`config.mk`:
```
export PLATFORM = sky130hd
export DESIGN_NAME = rs_station
export DESIGN_NICKNAME = d
export VERILOG_FILES = /design/src/rtl/tomasulo_pkg.sv /design/src/rtl/rs_age_select.sv /design/src/rtl/rs_station.sv
export SDC_FILE = /design/constraint.sdc
export NUM_CORES = 1
export LEC_CHECK = 0
export ABC_CLOCK_PERIOD_IN_PS = 11100
export CAP_MARGIN = 30
export CORE_MARGIN = 4
export CORE_UTILIZATION = 51
export CTS_BUF_LIST = sky130_fd_sc_hd__clkbuf_4
export DETAILED_ROUTE_END_ITERATION = 16
export GPL_TIMING_DRIVEN = 0
export PLACE_DENSITY = 0.76
export SLEW_MARGIN = 20
export SYNTH_ARGS = -nofsm -noshare
export SYNTH_HDL_FRONTEND = slang
export SYNTH_SLANG_ARGS = --single-unit
```
`constraint.sdc`:
```
create_clock -name clk -period 11.1 [get_ports clk]
set_clock_uncertainty 0.05 [all_clocks]
set_input_delay 1.665 -clock clk [delete_from_list [all_inputs] [get_ports clk]]
set_output_delay 1.665 -clock clk [all_outputs]
set_load 0.03 [all_outputs]
```
`src/rtl/tomasulo_pkg.sv`:
```
// Shared Tomasulo definitions: default field widths, opcode encodings and the
// reservation-station entry record used by the stations and their models.
package tomasulo_pkg;

  localparam int DEF_FUNC_W = 4;
  localparam int DEF_ROB_W  = 3;
  localparam int DEF_REG_W  = 4;
  localparam int DEF_DATA_W = 16;
  localparam int DEF_AGE_W  = 4;

  localparam logic [DEF_FUNC_W-1:0] OP_ADD = 4'b0000;
  localparam logic [DEF_FUNC_W-1:0] OP_SUB = 4'b0001;
  localparam logic [DEF_FUNC_W-1:0] OP_MUL = 4'b0010;
  localparam logic [DEF_FUNC_W-1:0] OP_DIV = 4'b0011;
  localparam logic [DEF_FUNC_W-1:0] OP_LD  = 4'b0100;
  localparam logic [DEF_FUNC_W-1:0] OP_ST  = 4'b0101;
  localparam logic [DEF_FUNC_W-1:0] OP_BEQ = 4'b0110;
  localparam logic [DEF_FUNC_W-1:0] OP_BNE = 4'b0111;

  typedef struct packed {
    logic                  busy;
    logic [DEF_FUNC_W-1:0] func;
    logic [DEF_ROB_W-1:0]  rob;
    logic [DEF_REG_W-1:0]  rd;
    logic                  rdy1;
    logic [DEF_DATA_W-1:0] v1;
    logic [DEF_ROB_W-1:0]  t1;
    logic                  rdy2;
    logic [DEF_DATA_W-1:0] v2;
    logic [DEF_ROB_W-1:0]  t2;
    logic [DEF_AGE_W-1:0]  age;
  } rs_entry_t;

endpackage

```
`src/rtl/rs_age_select.sv`:
```
// Combinational oldest-ready picker: among candidate entries, returns the
// index of the one with the smallest age (0 = oldest) and a found flag.
module rs_age_select #(
  parameter int DEPTH = 4,
  parameter int AGE_W = 2,
  localparam int IDX_W = $clog2(DEPTH)
) (
  input  logic [DEPTH-1:0]       cand_i,
  input  logic [DEPTH*AGE_W-1:0] ages_i,
  output logic [IDX_W-1:0]       sel_o,
  output logic                   found_o
);

  logic             found;
  logic [IDX_W-1:0] sel;
  logic [AGE_W-1:0] best;

  // NOTE: every variable written here gets a default first, so no latch is inferred.
  always_comb begin
    found = 1'b0;
    sel   = '0;
    best  = '1;
    for (int i = 0; i < DEPTH; i++) begin
      if (cand_i[i] && (!found || ages_i[i*AGE_W +: AGE_W] < best)) begin
        found = 1'b1;
        sel   = IDX_W'(i);
        best  = ages_i[i*AGE_W +: AGE_W];
      end
    end
  end

  assign sel_o   = sel;
  assign found_o = found;

endmodule

```
`src/rtl/rs_station.sv`:
```
// Reservation station: captures renamed instructions, snoops the CDB for
// missing operands and dispatches the oldest fully-ready entry each cycle.
module rs_station #(
  parameter int DEPTH  = 4,
  parameter int FUNC_W = tomasulo_pkg::DEF_FUNC_W,
  parameter int ROB_W  = tomasulo_pkg::DEF_ROB_W,
  parameter int REG_W  = tomasulo_pkg::DEF_REG_W,
  parameter int DATA_W = tomasulo_pkg::DEF_DATA_W,
  localparam int CNT_W = $clog2(DEPTH+1)
) (
  input  logic              clk,
  input  logic              rst_n,
  input  logic              flush,
  input  logic              alloc_valid,
  output logic              alloc_ready,
  input  logic [FUNC_W-1:0] alloc_func,
  input  logic [ROB_W-1:0]  alloc_rob,
  input  logic [REG_W-1:0]  alloc_rd,
  input  logic              alloc_rdy1,
  input  logic [DATA_W-1:0] alloc_v1,
  input  logic [ROB_W-1:0]  alloc_t1,
  input  logic              alloc_rdy2,
  input  logic [DATA_W-1:0] alloc_v2,
  input  logic [ROB_W-1:0]  alloc_t2,
  input  logic              cdb_valid,
  input  logic [ROB_W-1:0]  cdb_tag,
  input  logic [DATA_W-1:0] cdb_data,
  output logic              iss_valid,
  input  logic              iss_ready,
  output logic [FUNC_W-1:0] iss_func,
  output logic [DATA_W-1:0] iss_v1,
  output logic [DATA_W-1:0] iss_v2,
  output logic [ROB_W-1:0]  iss_rob,
  output logic [REG_W-1:0]  iss_rd,
  output logic [CNT_W-1:0]  count
);

  localparam int IDX_W = $clog2(DEPTH);
  localparam int AGE_W = IDX_W;

  typedef struct packed {
    logic              busy;
    logic [FUNC_W-1:0] func;
    logic [ROB_W-1:0]  rob;
    logic [REG_W-1:0]  rd;
    logic              rdy1;
    logic [DATA_W-1:0] v1;
    logic [ROB_W-1:0]  t1;
    logic              rdy2;
    logic [DATA_W-1:0] v2;
    logic [ROB_W-1:0]  t2;
    logic [AGE_W-1:0]  age;
  } entry_t;

  entry_t entries_q [DEPTH];
  entry_t entries_d [DEPTH];
  entry_t new_e;

  logic [CNT_W-1:0]       count_q, count_d;
  logic                   alloc_ready_q;
  logic [DEPTH-1:0]       cand;
  logic [DEPTH*AGE_W-1:0] ages;
  logic [IDX_W-1:0]       sel_idx, free_idx;
  logic                   sel_found, do_alloc, do_iss;

  always_comb begin
    cand = '0;
    ages = '0;
    for (int i = 0; i < DEPTH; i++) begin
      cand[i] = entries_q[i].busy & entries_q[i].rdy1 & entries_q[i].rdy2;
      ages[i*AGE_W +: AGE_W] = entries_q[i].age;
    end
  end

  rs_age_select #(.DEPTH(DEPTH), .AGE_W(AGE_W)) u_age_select (
    .cand_i  (cand),
    .ages_i  (ages),
    .sel_o   (sel_idx),
    .found_o (sel_found)
  );

  // Flush suppresses dispatch in the same cycle it clears the station.
  assign iss_valid   = sel_found & ~flush;
  assign iss_func    = iss_valid ? entries_q[sel_idx].func : '0;
  assign iss_v1      = iss_valid ? entries_q[sel_idx].v1   : '0;
  assign iss_v2      = iss_valid ? entries_q[sel_idx].v2   : '0;
  assign iss_rob     = iss_valid ? entries_q[sel_idx].rob  : '0;
  assign iss_rd      = iss_valid ? entries_q[sel_idx].rd   : '0;
  assign count       = count_q;
  assign alloc_ready = alloc_ready_q;

  assign do_iss   = iss_valid & iss_ready;
  assign do_alloc = alloc_valid & alloc_ready_q;

  always_comb begin
    free_idx = '0;
    for (int i = DEPTH-1; i >= 0; i--) begin
      if (!entries_q[i].busy) free_idx = IDX_W'(i);
    end
  end

  // The incoming instruction may catch its producer's broadcast on the way in.
  always_comb begin
    new_e      = '0;
    new_e.busy = 1'b1;
    new_e.func = alloc_func;
    new_e.rob  = alloc_rob;
    new_e.rd   = alloc_rd;
    new_e.t1   = alloc_t1;
    new_e.t2   = alloc_t2;
    new_e.rdy1 = alloc_rdy1 | (cdb_valid & (alloc_t1 == cdb_tag));
    new_e.rdy2 = alloc_rdy2 | (cdb_valid & (alloc_t2 == cdb_tag));
    new_e.v1   = alloc_rdy1 ? alloc_v1 : cdb_data;
    new_e.v2   = alloc_rdy2 ? alloc_v2 : cdb_data;
    new_e.age  = AGE_W'(count_q - CNT_W'(do_iss));
  end

  always_comb begin
    entries_d = entries_q;
    for (int i = 0; i < DEPTH; i++) begin
      if (entries_q[i].busy && cdb_valid) begin
        if (!entries_q[i].rdy1 && entries_q[i].t1 == cdb_tag) begin
          entries_d[i].rdy1 = 1'b1;
          entries_d[i].v1   = cdb_data;
        end
        if (!entries_q[i].rdy2 && entries_q[i].t2 == cdb_tag) begin
          entries_d[i].rdy2 = 1'b1;
          entries_d[i].v2   = cdb_data;
        end
      end
      if (do_iss && entries_q[i].busy && entries_q[i].age > entries_q[sel_idx].age)
        entries_d[i].age = entries_q[i].age - AGE_W'(1);
    end
    if (do_iss) entries_d[sel_idx].busy = 1'b0;
    if (do_alloc) entries_d[free_idx] = new_e;
    count_d = count_q + CNT_W'(do_alloc) - CNT_W'(do_iss);
    if (flush) begin
      for (int i = 0; i < DEPTH; i++) entries_d[i].busy = 1'b0;
      count_d = '0;
    end
  end

  // NOTE: state registers use non-blocking assignments so every flop samples pre-edge values.
  always_ff @(posedge clk or negedge rst_n) begin
    if (!rst_n) begin
      // NOTE: the entry array is a handful of flops, reset in full so no X can leak to iss_*.
      for (int i = 0; i < DEPTH; i++) entries_q[i] <= '0;
      count_q       <= '0;
      alloc_ready_q <= 1'b1;
    end else begin
      entries_q     <= entries_d;
      count_q       <= count_d;
      alloc_ready_q <= (count_d < CNT_W'(DEPTH));
    end
  end

endmodule

```
==> out/results.ini <==
[clock_tree]
h-tree-depth = 2
numCtsBuffers = 59
root_buffer = clkbuf_4
insertion_delay_ps = 730
postCtsResizedCells = 0
cts_setup_buffers = 0
cts_buffer_depth = 3
cts_tree = yes
cts.sinks = 220
ctsHoldBuffers = 0
path_clk_slew_ps = 70

[global_route]
grt_pass1_vias = 11400
antenna_found_initial = 1
grt-ovfl-total = 0
grt_use_total = 0.324
grt_max_degree = 98
grt_pass1_wl_um = 62400

[synthesis]
ys_top_cells_by_area = dfrtp_1 (48%), nand2_1 (9.4%), nor2_1 (9.3%), o22ai_1 (8.5%), o21ai_0 (3.1%)
synth_area_mm2 = 0.0114
ys_ff_latch = 220
yosysWarningCount = 0
yosysMostFrequentCell = nand2_1
netlist_instances = 1394
synth_edf_count = 0
synth_top_area_frac = 0.482
synth_seq_area_share = 0.484
syn_nets = 1480
ys_top_cells_by_count = nand2_1 (285), nor2_1 (281), dfrtp_1 (219), o22ai_1 (155), clkbuf_1 (87)
synth_flop_cell = dfrtp_1
syn_avg_cell_area_um2 = 8.15
async_flop_share = 1.00
synth_cell_type_count = 58
synth_top_area_cell = dfrtp_1

[die]
die-area_mm2 = 0.0247
die_w_um = 157
start_util = 0.519
ioPinCount = 124
core_mm2 = 0.0219
rows = 54
dieHeight_um = 157

[route]
highest_layer = met4
drt_wl_total_um = 40700
routed_via_density = 6.22
drt-initial-drc-count = 1384
vias = 11700
dr_wl_met2_um = 18100
wl_per_cell_um = 21.6
dr.pass1.iters = 6
wl_met3_um = 4940
wl_met1_um = 16200
antenna_left = 0
post-route-drc-count = 0

[critical_path]
crit_type = flop to output port
cp-start-kind = flop
crit_chain = clkbuf_1, nand2_1, o32ai_2, o21ai_1, a21oi_1, o21a_1, buf_2, buf_1, a21oi_1, ha_1, nor2_1, o21bai_1, o31a_1, buf_2, nand3_1, buf_2, o22ai_1, clkdlybuf4s50_1
cp_common_cell = buf_2
crit_arrival_ps = 6610
crit_required_ps = 9390
crit_family = buffers and inverters
reg2reg_slack_ps = 5240
crit_slowest_cell = clkdlybuf4s50_1
cp_max_fo = 10
cp-end-kind = output port
max_stage_delay_ps = 740
path_buf_inv = 6

[cells_and_area]
final_cell_area_mm2 = 0.0136
drive_gt1_frac = 0.0886
fin_nets = 1644
fin_util = 0.619
area_growth_pct = 19.3

[sta]
min_period_over_period = 0.750
setup_violations = 0
worst_pin_slew_ps = 1060
drv_slew = 0
slew_headroom = 0.287
fmax_ghz = 0.120
hold_violations = 0
period_needed_ps = 8330
whs_ps = 422
rsz0062_at_grt = false

[power]
max-vdd-ir-drop_mv = 0.0977
leakagePower_nw = 6.18
p_per_area_mw_per_mm2 = 205

[placement]
dp_hpwl_um = 26900
gp_congestion = 0.954
dpl-instance-area_mm2 = 0.0128
portBuffers = 101

[hold_path]
hold_class = flop to flop

[flow_run]
maxCapViolCount = 0

[run_status]
status = complete, no violations

==> worst min-delay path, stage by stage (launching register included) <==
cell and delay (ps):
dfrtp_1 340, nand2_1 50, nand2_1 60
==> path summary, 6_finish.rpt <==
check	startpoint	end	depth (start not counted)
hold reg to reg	entries_q[154]	entries_q[154]	2
setup / recovery	ages[0]	iss_v2[2]	18
setup reg to reg	ages[0]	ages[4]	20
max in group asynchronous	rst_n	entries_q[187]	2
hold / removal	entries_q[154]	entries_q[154]	2
min in group asynchronous	rst_n	entries_q[76]	1
==> stage by stage <==
step / power [mW] / cells / TNS [ps] / setup slack (ps)
2_1_floorplan: 1.74 / 1394 / 0 / 5630
3_3_place_gp: 1.98 / 1775 / -247010 / -1160
3_5_place_dp: 2.02 / 1777 / 0 / 3770
4_1_cts: 2.76 / 1883 / 0 / 3040
5_1_grt: 2.94 / 1884 / 0 / 2590
6_report: 2.78 / 1884 / 0 / 2770
==> state kept, by name, summed over array words and instances, names as in the netlist <==
name / count
ages: 8
alloc_ready: 1
entries_q: 208
count: 3
==> power breakdown <==
group / switching [mW] / internal [mW]
clock: 0.355 / 0.392
combinational: 0.490 / 0.296
sequential: 0.169 / 1.08
total: 1.01 / 1.77
==> cells by family after synthesis <==
| logic type | share of synthesized area |
|---|---|
| xor gates and xnor gates | 0.0254 |
| adders and majority gates | 0.0125 |
| DFF | 0.484 |
| buffers and inverters | 0.0427 |
| and+or+nand+nor | 0.238 |
| AOI/OAI and AO/OA | 0.197 |
==> metal layers <==
layer,global-route usage,vias to the layer above
li1,-,5211
met1,0.454,5565
met2,0.489,787
met3,0.0764,153
met4,0.129,0
met5,0,-
==> layout make-up <==
type / instances / area (um^2)
Fill cell: 1972 / 8330
Sequential cell: 220 / 5510
Multi-Input combinational cell: 1050 / 5380
Timing Repair Buffer: 103 / 1070
Clock buffer: 97 / 728
Buffer: 110 / 433
Tap cell: 280 / 350
Inverter: 14 / 52.6
Clock inverter: 9 / 38.8
Antenna cell: 1 / 2.50
==> cells in the final DEF (no fill, tap or decap), drive strengths merged, types with 2 or more instances in the layout <==
cell type,synthesis,layout
nand2,285,285
nor2,281,281
dfrtp,219,219
clkbuf,87,184
o22ai,155,155
clkdlybuf4s50,0,100
o21ai,73,73
and3,30,30
nand3,28,28
xor2,26,26
a211oi,26,26
buf,23,26
a31oi,23,23
a31o,20,20
inv,13,16
ha,9,9
a21oi,9,9
nor4,8,8
nor3,8,8
xnor2,7,7
nand2b,7,7
o21a,7,7
clkinv,1,7
o31ai,5,5
o211ai,4,4
a41oi,3,3
nor2b,3,3
nand4,3,3
a32oi,3,3
or2,3,3
o31a,2,2
o2111ai,2,2
or4,2,2
a21o,2,2
No activity file was read; power rests on OpenSTA's default activity.
